$ cat config.mk
export PLATFORM = sky130hd
export DESIGN_NAME = rr_encoder8
export DESIGN_NICKNAME = d
export VERILOG_FILES = /design/src/rtl/rr_encoder8_pkg.sv /design/src/rtl/rr_pick8.sv /design/src/rtl/rr_encoder8.sv
export SDC_FILE = /design/constraint.sdc
export NUM_CORES = 1
export LEC_CHECK = 0
export BUFFER_PORTS_ARGS = -buffer_cell sky130_fd_sc_hd__buf_2
export CAP_MARGIN = 20
export CORE_UTILIZATION = 57
export CTS_CLUSTER_DIAMETER = 50
export DETAILED_ROUTE_END_ITERATION = 10
export GPL_TIMING_DRIVEN = 1
export PLACE_DENSITY = 0.8
export SETUP_SLACK_MARGIN = 0.5
export SYNTH_ARGS = -nofsm -noshare
export SYNTH_HDL_FRONTEND = slang
export SYNTH_SLANG_ARGS = --single-unit
$ cat constraint.sdc
create_clock -name clk -period 3.4 [get_ports clk]
set_input_delay 0.68 -clock clk [delete_from_list [all_inputs] [get_ports clk]]
set_output_delay 0.68 -clock clk [all_outputs]
set_load 0.005 [all_outputs]
$ cat src/rtl/rr_encoder8_pkg.sv
// Shared widths and FSM encoding for the 8-way round-robin encoder.
package rr_encoder8_pkg;

    localparam int REQ_W  = 8;
    localparam int CODE_W = 3;

    localparam logic [0:0] ST_IDLE  = 1'b0;
    localparam logic [0:0] ST_OFFER = 1'b1;

endpackage

$ cat src/rtl/rr_pick8.sv
// Combinational rotate-and-priority search: first set req bit at ptr, ptr+1, ... ptr+7 (mod 8).
// No state, zero latency; any=0 when no request is set (idx then reads 0).
module rr_pick8
    import rr_encoder8_pkg::*;
(
    input  logic [REQ_W-1:0]  req,
    input  logic [CODE_W-1:0] ptr,
    output logic [CODE_W-1:0] idx,
    output logic              any
);

    logic [CODE_W-1:0] cand;

    // Walk from the farthest offset back to ptr so the nearest hit is written last and wins.
    always_comb begin
        idx  = '0;
        any  = 1'b0;
        cand = '0;
        for (int k = REQ_W - 1; k >= 0; k--) begin
            cand = ptr + k[CODE_W-1:0];
            if (req[cand]) begin
                idx = cand;
                any = 1'b1;
            end
        end
    end

endmodule

$ cat src/rtl/rr_encoder8.sv
// Round-robin 8:3 encoder; grant registered one clock after req is sampled in IDLE.
// Grant held stable until code_ready; at most one grant every two cycles.
module rr_encoder8
    import rr_encoder8_pkg::*;
#(
    parameter logic [CODE_W-1:0] PTR_RESET = 3'd0
) (
    input  logic              clk,
    input  logic              rst,
    input  logic [REQ_W-1:0]  req,
    input  logic              code_ready,
    output logic [CODE_W-1:0] code,
    output logic              code_valid,
    output logic [CODE_W-1:0] ptr
);

    logic [0:0]        state_q, state_d;
    logic [CODE_W-1:0] code_q, code_d;
    logic [CODE_W-1:0] ptr_q, ptr_d;
    logic [CODE_W-1:0] pick_idx;
    logic              pick_any;

    rr_pick8 u_pick (
        .req (req),
        .ptr (ptr_q),
        .idx (pick_idx),
        .any (pick_any)
    );

    always_comb begin
        state_d = state_q;
        code_d  = code_q;
        ptr_d   = ptr_q;
        case (state_q)
            ST_IDLE: begin
                if (pick_any) begin
                    code_d  = pick_idx;
                    state_d = ST_OFFER;
                end
            end
            ST_OFFER: begin
                // req is ignored here so the offered code cannot change under the consumer.
                if (code_ready) begin
                    ptr_d   = code_q + 3'd1;
                    state_d = ST_IDLE;
                end
            end
            default: state_d = ST_IDLE;
        endcase
    end

    always_ff @(posedge clk or posedge rst) begin
        if (rst) begin
            state_q <= ST_IDLE;
            code_q  <= '0;
            ptr_q   <= PTR_RESET;
        end else begin
            state_q <= state_d;
            code_q  <= code_d;
            ptr_q   <= ptr_d;
        end
    end

    assign code       = code_q;
    assign code_valid = (state_q == ST_OFFER);
    assign ptr        = ptr_q;

endmodule

==> results.py, run 1 <==
metrics = {
    "outcome": {
        "status": "finished clean",
    },
    "global_route": {
        "antenna_found_initial": 0,
        "grt_pass1_wl_um": 4574,
        "grt_usage_pct": 30.30,
        "grt_pass1_vias": 992,
        "grt_max_degree": 21,
        "grt.overflow.total": 0,
    },
    "detailed_routing": {
        "wire_per_inst_um": 16.68,
        "wl_um": 2785,
        "vias_per_cell": 6.425,
        "vias": 1073,
        "final_antenna_net_count": 0,
        "drc": 0,
        "drtIter0Drc": 32,
        "first_pass_iters": 4,
    },
    "clock_network": {
        "cts_tree": "yes",
        "cts_resized": 0,
        "insertion_delay_ns": 0.25,
        "clk_path_buf_depth": 2,
        "post-cts-setup-buffer-count": 0,
        "cts_buffers": 3,
        "clk_pin_slew_ns": 0.06,
        "htreeDepth": 1,
        "cts_root_buf": "clkbuf_4",
        "clock_sinks": 7,
        "postCtsHoldBufs": 0,
    },
    "placement": {
        "port_buffers": 17,
        "gp_congestion": 0.9356,
        "place_ws_ns": 0.7341,
        "dp_hpwl_um": 2183,
    },
    "finish": {
        "final_common_cell": "buf_2",
        "n_antenna_cell": 0,
        "syn_to_final_growth_pct": 10.31,
        "final_cell_mix": "buf_2, nor2_1, nand2_1, mux4_2, o21ai_0",
        "drive_gt1_share_pct": 33.10,
        "layout.nets": 157,
    },
    "sta": {
        "setup_viol": 0,
        "fin_crit_ns": 2.671,
        "finClkSkew_ns": 0.007070,
        "finalSetupTns_ns": 0,
        "worst_slew_pin_slew_ns": 0.4320,
        "hold_viol": 0,
        "period_share_pct": 78.56,
        "drv_slew": 0,
        "slew_headroom_pct": 70.80,
        "max_freq_ghz": 0.3744,
        "rsz0062_at_grt": "no",
        "worst_slack_ns": 0.7288,
    },
    "power_and_ir_drop": {
        "clkPwrFrac_pct": 5.3,
        "ir_drop_mv": 0.7317,
        "p_switching_uw": 723.9,
        "swShare_pct": 49.17,
        "p_total_uw": 1472,
        "pwr-share-seq_pct": 10.7,
        "p_int_uw": 748.4,
        "pwr_density_cell_mw_per_mm2": 1146,
        "pwr-share-comb_pct": 84.0,
        "power.leakage_uw": 0.0005094,
    },
    "worst_setup_path": {
        "r2r_start": "ptr[1]",
        "cp-end-kind": "register",
        "r2r_cells": 8,
        "arrival_ns": 2.79,
        "startpoint": "ptr[1]",
        "critPathKind": "register to register",
        "startpoint_type": "register",
        "reg2reg_slack_ns": 0.73,
        "critPathRequiredTime_ns": 3.52,
        "r2r_end": "code[1]",
        "crit_end": "code[1]",
        "path_max_fanout": 8,
    },
    "die": {
        "die_h_um": 47.21,
        "num_rows": 15,
        "ios": 18,
        "initial_utilization_pct": 63.99,
        "dieArea_mm2": 0.002228,
        "die_w_um": 47.21,
        "core_area_mm2": 0.001821,
    },
    "synth": {
        "synth_edf_count": 0,
        "ys_ff_latch": 7,
        "syn_avg_cell_area_um2": 9.319,
        "ys.flop_type": "dfrtp_1",
        "ys_seq_area_share_pct": 15.04,
        "synthArstFlopShare_pct": 100.0,
        "synthesis.nets": 139,
        "yosysWarnings": 0,
        "synthCells": 125,
        "ys_types": 40,
        "syn_area_mm2": 0.001165,
    },
    "hold_path": {
        "hold_class": "input port to async pin",
    },
    "flow_run": {
        "drv_cap": 0,
    },
}
==> logic make-up after synthesis <==
family,synth area share (%)
compound gates,19.98
mux,35.34
buf+inv,5.800
simple gates,17.61
xor+xnor,3.008
fa+ha+maj,3.223
flops,15.04
==> stage by stage <==
stage               cell area (µm²)  utilization (%)  hold slack, ns  cells
floorplan                      1165                -          0.4834    125
finish                         1285            70.58          0.3535    167
CTS                            1285            70.58          0.3560    167
detailed placement             1259            69.14          0.5503    163
global route                   1285            70.58          0.3749    167
global placement               1259            69.14          0.5402    163
==> registers in the layout, summed over array words and instances (netlist names) <==
register	flops
code	3
ptr	3
code_valid	1
==> how the worst min path moves through the flow <==
stage                           from    endpoint  cells past startpoint
final                            rst  code_valid                      2
after floorplan                  rst     code[0]                      1
after detailed placement     code[0]      ptr[0]                      1
after global placement    code_valid  code_valid                      1
after global routing             rst  code_valid                      2
after CTS                        rst      ptr[0]                      2
==> worst max-delay path, cell delays in order, from the launching register on <==
cell,delay [ns]
dfrtp_1,0.35
clkinv_1,0.20
ha_1,0.51
mux4_2,0.39
nor2b_1,0.18
nor4b_1,0.45
o22ai_1,0.13
o2111ai_1,0.21
a31oi_1,0.11
==> area by class of cell <==
type	instances	area (µm²)
Multi-Input combinational cell	105	922.1
Fill cell	158	535.5
Sequential cell	7	175.2
Timing Repair Buffer	20	107.6
Tap cell	25	31.28
Clock buffer	4	26.28
Inverter	6	22.52
==> layer usage <==
layer | vias to the layer above | wire length [µm] | global-route usage [%]
li1 | 514 | - | -
met1 | 499 | 1172 | 41.11
met2 | 52 | 1300 | 44.72
met3 | 8 | 228 | 9.615
met4 | 0 | 84 | 12.57
met5 | - | 0 | 0
==> cell usage after synthesis (all sizes together) (2+ instances only) <==
cell,number,area share (%)
buf,5,3.2
xnor2,3,2.3
mux4,11,21
inv,5,1.6
mux2,8,8.1
ha,3,3.2
and2,4,2.1
o21ai,8,3.4
nor2b,4,2.1
a21oi,3,1.3
a31oi,4,2.7
clkbuf,2,0.64
o22ai,3,1.6
o21a,2,1.3
mux2i,7,6.0
nand2b,3,1.6
nor2,13,4.8
dfrtp,7,15
o32a,3,2.6
nand2,11,3.5
==> power groups by stage <==
stage          logic [µW]  registers [µW]  clock network [µW]
2_1_floorplan        1000             157                   0
3_3_place_gp         1200             157                   0
3_5_place_dp         1220             159                   0
4_1_cts              1230             158                78.7
5_1_grt              1350             162                83.3
6_report             1240             158                77.6
(Power assumes the default switching activity.)
==> run 2: changes to the inputs <==
- ABC_AREA: not set -> 1
- CORE_UTILIZATION: 57 -> 50
- PLACE_DENSITY: 0.8 -> 0.75
- clock period: 3.4 -> 2.33 ns (I/O delays scaled with it)
==> run 2 against run 1 <==
Register-to-register slack got worse by 0.25 ns. Sequential share of layout area decreased by 0.83 points. Clock skew fell by 0.0023 ns. Setup slack worse by 0.25 ns. Cell area rose by 8.8%. Global-route usage down 4.2 points. Largest cell class unchanged.
==> results.py, run 2 <==
metrics = {
    "outcome": {
        "status": "finished clean",
    },
    "global_route": {
        "grt.overflow.total": 0,
        "grt_usage_pct": 26.05,
        "grt_pass1_wl_um": 4215,
        "grt_pass1_vias": 1013,
        "antenna_found_initial": 0,
        "grt_max_degree": 11,
    },
    "synth": {
        "ys_types": 26,
        "yosys-top-cells-count": "nand2_1, nand3_2, nand3_1",
        "yosysWarnings": 0,
        "synthMuxAreaShare_pct": 0,
        "synth_top_area_share_pct": 18.69,
        "ys_seq_area_share_pct": 16.36,
        "synthAdderAreaFrac_pct": 3.505,
        "yosys.area_share.simple_pct": 59.58,
        "synthesis.nets": 170,
        "synth_top_family_by_area": "simple AND/OR/NAND/NOR gates",
        "syn_avg_cell_area_um2": 6.866,
        "ys_ff_latch": 7,
        "synth_xor_area_share_pct": 3.271,
        "synthCells": 156,
        "syn_area_mm2": 0.001071,
        "synth_top_area_cell": "nand3_2",
        "synthArstFlopShare_pct": 100.0,
        "synth_compound_area_share_pct": 6.192,
        "synth_edf_count": 0,
        "ys.flop_type": "dfrtp_1",
        "synth.most_common_cell": "nand2_1",
        "synthTopCellsByArea": "nand3_2, dfrtp_1, nand2_1",
    },
    "detailed_routing": {
        "wl_um": 2803,
        "final_antenna_net_count": 0,
        "vias_per_cell": 5.427,
        "drc": 0,
        "drtIter0Drc": 50,
        "first_pass_iters": 5,
        "vias": 1145,
        "wire_per_inst_um": 13.28,
    },
    "finish": {
        "fin_util_pct": 70.52,
        "syn_to_final_growth_pct": 30.49,
        "final_common_cell": "nand2_1",
        "n_antenna_cell": 0,
        "drive_gt1_share_pct": 51.09,
        "final_cell_mix": "nand2_1, nand3_2, buf_2",
        "layout.nets": 199,
        "fin_area_mm2": 0.001398,
        "n_fill_cell": 155,
    },
    "worst_setup_path": {
        "path_max_fanout": 6,
        "critPathKind": "register to register",
        "critPathRequiredTime_ns": 2.47,
        "r2r_start": "ptr[1]",
        "arrival_ns": 1.99,
        "startpoint": "ptr[1]",
        "cp-end-kind": "register",
        "startpoint_type": "register",
    },
    "die": {
        "initial_utilization_pct": 54.04,
        "dieArea_mm2": 0.002331,
        "die_h_um": 48.28,
        "die_w_um": 48.28,
        "num_rows": 16,
        "ios": 18,
        "core_area_mm2": 0.001982,
    },
    "clock_network": {
        "cts_buffers": 3,
        "postCtsHoldBufs": 0,
        "cts_tree": "yes",
        "insertion_delay_ns": 0.25,
        "clock_sinks": 7,
        "clk_pin_slew_ns": 0.05,
        "clk_path_buf_depth": 2,
        "cts_root_buf": "clkbuf_4",
        "htreeDepth": 1,
    },
    "sta": {
        "worst_slew_pin_slew_ns": 0.2627,
        "max_freq_ghz": 0.5406,
        "drv_slew": 0,
        "setup_viol": 0,
        "hold_viol": 0,
        "finClkSkew_ns": 0.004800,
        "rsz0062_at_grt": "yes",
        "finalSetupTns_ns": 0,
        "slew_headroom_pct": 82.47,
        "period_share_pct": 79.39,
        "whs_ns": 0.1306,
        "fin_crit_ns": 1.850,
    },
    "placement": {
        "dpl_cell_area_mm2": 0.001187,
        "gp_congestion": 0.9123,
        "dp_hpwl_um": 2043,
        "port_buffers": 17,
    },
    "flow_run": {
        "drv_cap": 0,
    },
    "hold_path": {
        "hold_class": "input port to async pin",
    },
}
run 2: cell count changes in the layout (fill, tap and decap cells not counted), moves of 5 or more:
cell,change
o21ai_0,-6
nand2_4,+5
nand3_2,+25
mux2i_1,-7
buf_4,+8
nand2_2,+9
nand3_1,+8
mux4_2,-11
mux2_2,-7
inv_2,+6
nor2_1,-7
nand2_1,+32
a21oi_1,+6
run 2: cells by family (layout without fill, tap and decap cells):
group	Yosys count	after routing
flip-flops	7	7
AND/OR/NAND/NOR	107	107
XOR/XNOR	4	4
adder cells (fa/ha/maj)	3	3
buffers and inverters	22	50
AO/OA/AOI/OAI	13	13
run 2: final cells by class:
cell class	instances	area, µm²	area share (%)
clock buffer	4	26.28	1.880
sequential	7	178.9	12.80
multi-input combinational	127	905.9	64.82
timing repair buffer	29	178.9	12.80
inverter	17	73.82	5.282
tap	27	33.78	2.417
run 2: timing repair:
action                                 CTS  global route
endpoints found under the hold margin    0             0
gates resized for setup                 14            10
setup buffers                            5             4
pin swaps                                3             3
setup endpoints to repair                4             4
run 2: worst paths after layout:
path / to / cells past startpoint / slack (ns)
max in group asynchronous: ptr[2] / 2 / 1.97
max: code[1] / 11 / 0.48
min in group clk: code_valid / 2 / 0.39
max reg2reg: code[1] / 11 / 0.48
min: code[2] / 2 / 0.13
min reg2reg: code[0] / 2 / 0.54
run 2: critical path, cell delays in order (launching register included):
cell and delay (ns):
dfrtp_2 0.40, inv_2 0.06, ha_4 0.34, nand3_2 0.14
nand3_2 0.12, nand2_4 0.07, nor2_4 0.10, nand3_2 0.09
nor3_4 0.17, nor2_2 0.08, nor2_1 0.11, a21oi_1 0.04
run 2: layer usage:
metal / wire length, µm / track usage (%)
met5: 0 / 0
met4: 16 / 8.889
met3: 121 / 1.481
met2: 1379 / 43.73
met1: 1286 / 35.36
run 2: metrics by stage:
stage	cells	worst slack [ns]
finish	211	0.4803
global route	211	0.3750
CTS	207	0.4475
detailed placement	198	0.2531
global placement	198	0.3323
floorplan	156	0.3724
Power of run 2 is left out: the tool's default activity adds up to more than one toggle a clock period on the data nets, which glitch-free logic cannot reach.
==> run 3: changes to the inputs <==
- clock period: 2.33 -> 1.6 ns (I/O delays scaled with it)
==> run 3 against run 2 <==
The run now ends with setup timing left. Critical path depth rose by 1. Count of clock-buffer cells in the layout is the same. Global-route usage grew 5.5 points. Via count increased by 12%. First-iteration DRC count down 12%. Critical path type unchanged. Highest routed layer unchanged.
==> results.py, run 3 (synthesized netlist as in run 2, its figures left out) <==
metrics = {
    "placement": {
        "place_ws_ns": -0.3490,
        "dp_hpwl_um": 2341,
        "dp.cells": 218,
        "port_buffers": 17,
        "gp_congestion": 0.9235,
    },
    "outcome": {
        "status": "finished, violations left",
        "violations": "setup timing",
    },
    "sta": {
        "max_freq_ghz": 0.4956,
        "period_share_pct": 126.1,
        "hold_viol": 0,
        "fin_crit_ns": 2.018,
        "slew_headroom_pct": 79.18,
        "rsz0062_at_grt": "yes",
        "setup_viol": 4,
        "drv_slew": 0,
        "worst_slack_ns": -0.4177,
        "finClkSkew_ns": 0.001196,
        "worst_slew_pin_slew_ns": 0.3120,
    },
    "finish": {
        "drive_gt1_share_pct": 56.04,
        "layout.nets": 222,
        "instances_no_fill": 234,
        "multiInputGateArea_um2": 884.6,
        "final_cell_mix": "nand2_1, buf_4, nand3_2",
        "n_antenna_cell": 0,
        "regArea_um2": 178.9,
        "n_fill_cell": 131,
        "syn_to_final_growth_pct": 46.14,
        "final_common_cell": "nand2_1",
    },
    "clock_network": {
        "clk_path_buf_depth": 2,
        "cts_tree": "yes",
        "cts_root_buf": "clkbuf_4",
        "insertion_delay_ns": 0.26,
        "cts_buffers": 3,
        "clock_sinks": 7,
        "clk_pin_slew_ns": 0.06,
        "htreeDepth": 1,
    },
    "detailed_routing": {
        "vias_per_cell": 5.483,
        "wirelength_met1_um": 1582,
        "wire_per_inst_um": 15.53,
        "drtIter0Drc": 44,
        "drc": 0,
        "top_layer_used": "met4",
        "wl_met2_um": 1826,
        "wl_met3_um": 156,
        "first_pass_iters": 4,
        "vias": 1283,
        "final_antenna_net_count": 0,
        "wl_um": 3635,
    },
    "global_route": {
        "grt.overflow.total": 0,
        "grt_pass1_wl_um": 5023,
        "antenna_found_initial": 0,
        "grt_pass1_vias": 1224,
        "grt_usage_pct": 31.53,
        "grt_max_degree": 11,
    },
    "die": {
        "ios": 18,
        "core_area_mm2": 0.001982,
        "initial_utilization_pct": 54.04,
        "num_rows": 16,
        "die_h_um": 48.28,
        "die_w_um": 48.28,
        "dieArea_mm2": 0.002331,
    },
    "worst_setup_path": {
        "critPathKind": "register to register",
        "critPathRequiredTime_ns": 1.76,
        "arrival_ns": 2.18,
        "startpoint_type": "register",
        "path_max_fanout": 6,
        "cp-end-kind": "register",
    },
    "flow_run": {
        "drv_cap": 0,
    },
    "hold_path": {
        "hold_class": "input port to register",
    },
}
## run 3: what timing repair did
| action | in CTS | in global routing |
|---|---|---|
| pin swaps | 2 | 4 |
| setup endpoints to repair | 11 | 12 |
| hold endpoints to repair | 7 | 0 |
| buffers inserted | 7 | 4 |
| hold buffers | 1 | 0 |
| resized for setup | 14 | 11 |
## run 3: path summary, 6_finish.rpt
path / from / end / slack [ns] / depth (start not counted)
max in group asynchronous: rst / code_valid / 0.79 / 3
min in group asynchronous: rst / ptr[1] / 0.55 / 3
hold reg to reg: code[2] / code[2] / 0.59 / 2
setup / recovery: ptr[1] / code[1] / -0.42 / 12
hold / removal: code_ready / code_valid / 0.27 / 2
setup reg to reg: ptr[1] / code[1] / -0.42 / 12
## run 3: area by class of cell
cell class,count,share of cell area [%]
Sequential cell,7,11.43
Timing Repair Buffer,52,23.66
Clock buffer,4,1.679
Tap cell,27,2.158
Inverter,17,4.556
Multi-Input combinational cell,127,56.51
## run 3: critical path, stage by stage, from the launching register on
cell and delay, ns:
dfrtp_1 0.41, buf_4 0.16, buf_4 0.16, nand2_1 0.07, nand2_1 0.08, buf_4 0.14, nand3_2 0.08, nand2_1 0.09
inv_2 0.08, nand2_2 0.06, nor3_4 0.25, nor3_1 0.10, a21oi_1 0.23
## run 3: layer usage
layer | global-route usage, % | vias up
met5 | 0 | -
met4 | 10.56 | 0
met3 | 3.704 | 9
met2 | 57.33 | 49
met1 | 37.98 | 611
li1 | - | 614
## run 3: through the flow
| stage | TNS [ns] | utilization, % | cell area [µm²] | hold WS, ns |
|---|---|---|---|---|
| after floorplan | -1.374 | - | 1107 | 0.1234 |
| after global placement | -1.043 | 67.49 | 1338 | 0.2552 |
| after detailed placement | -1.283 | 67.49 | 1338 | 0.2698 |
| after CTS | -1.124 | 74.81 | 1483 | 0.2531 |
| after global routing | -1.610 | 78.98 | 1565 | 0.2641 |
| final | -1.343 | 78.98 | 1565 | 0.2725 |
Power of run 3 is left out for the same reason.
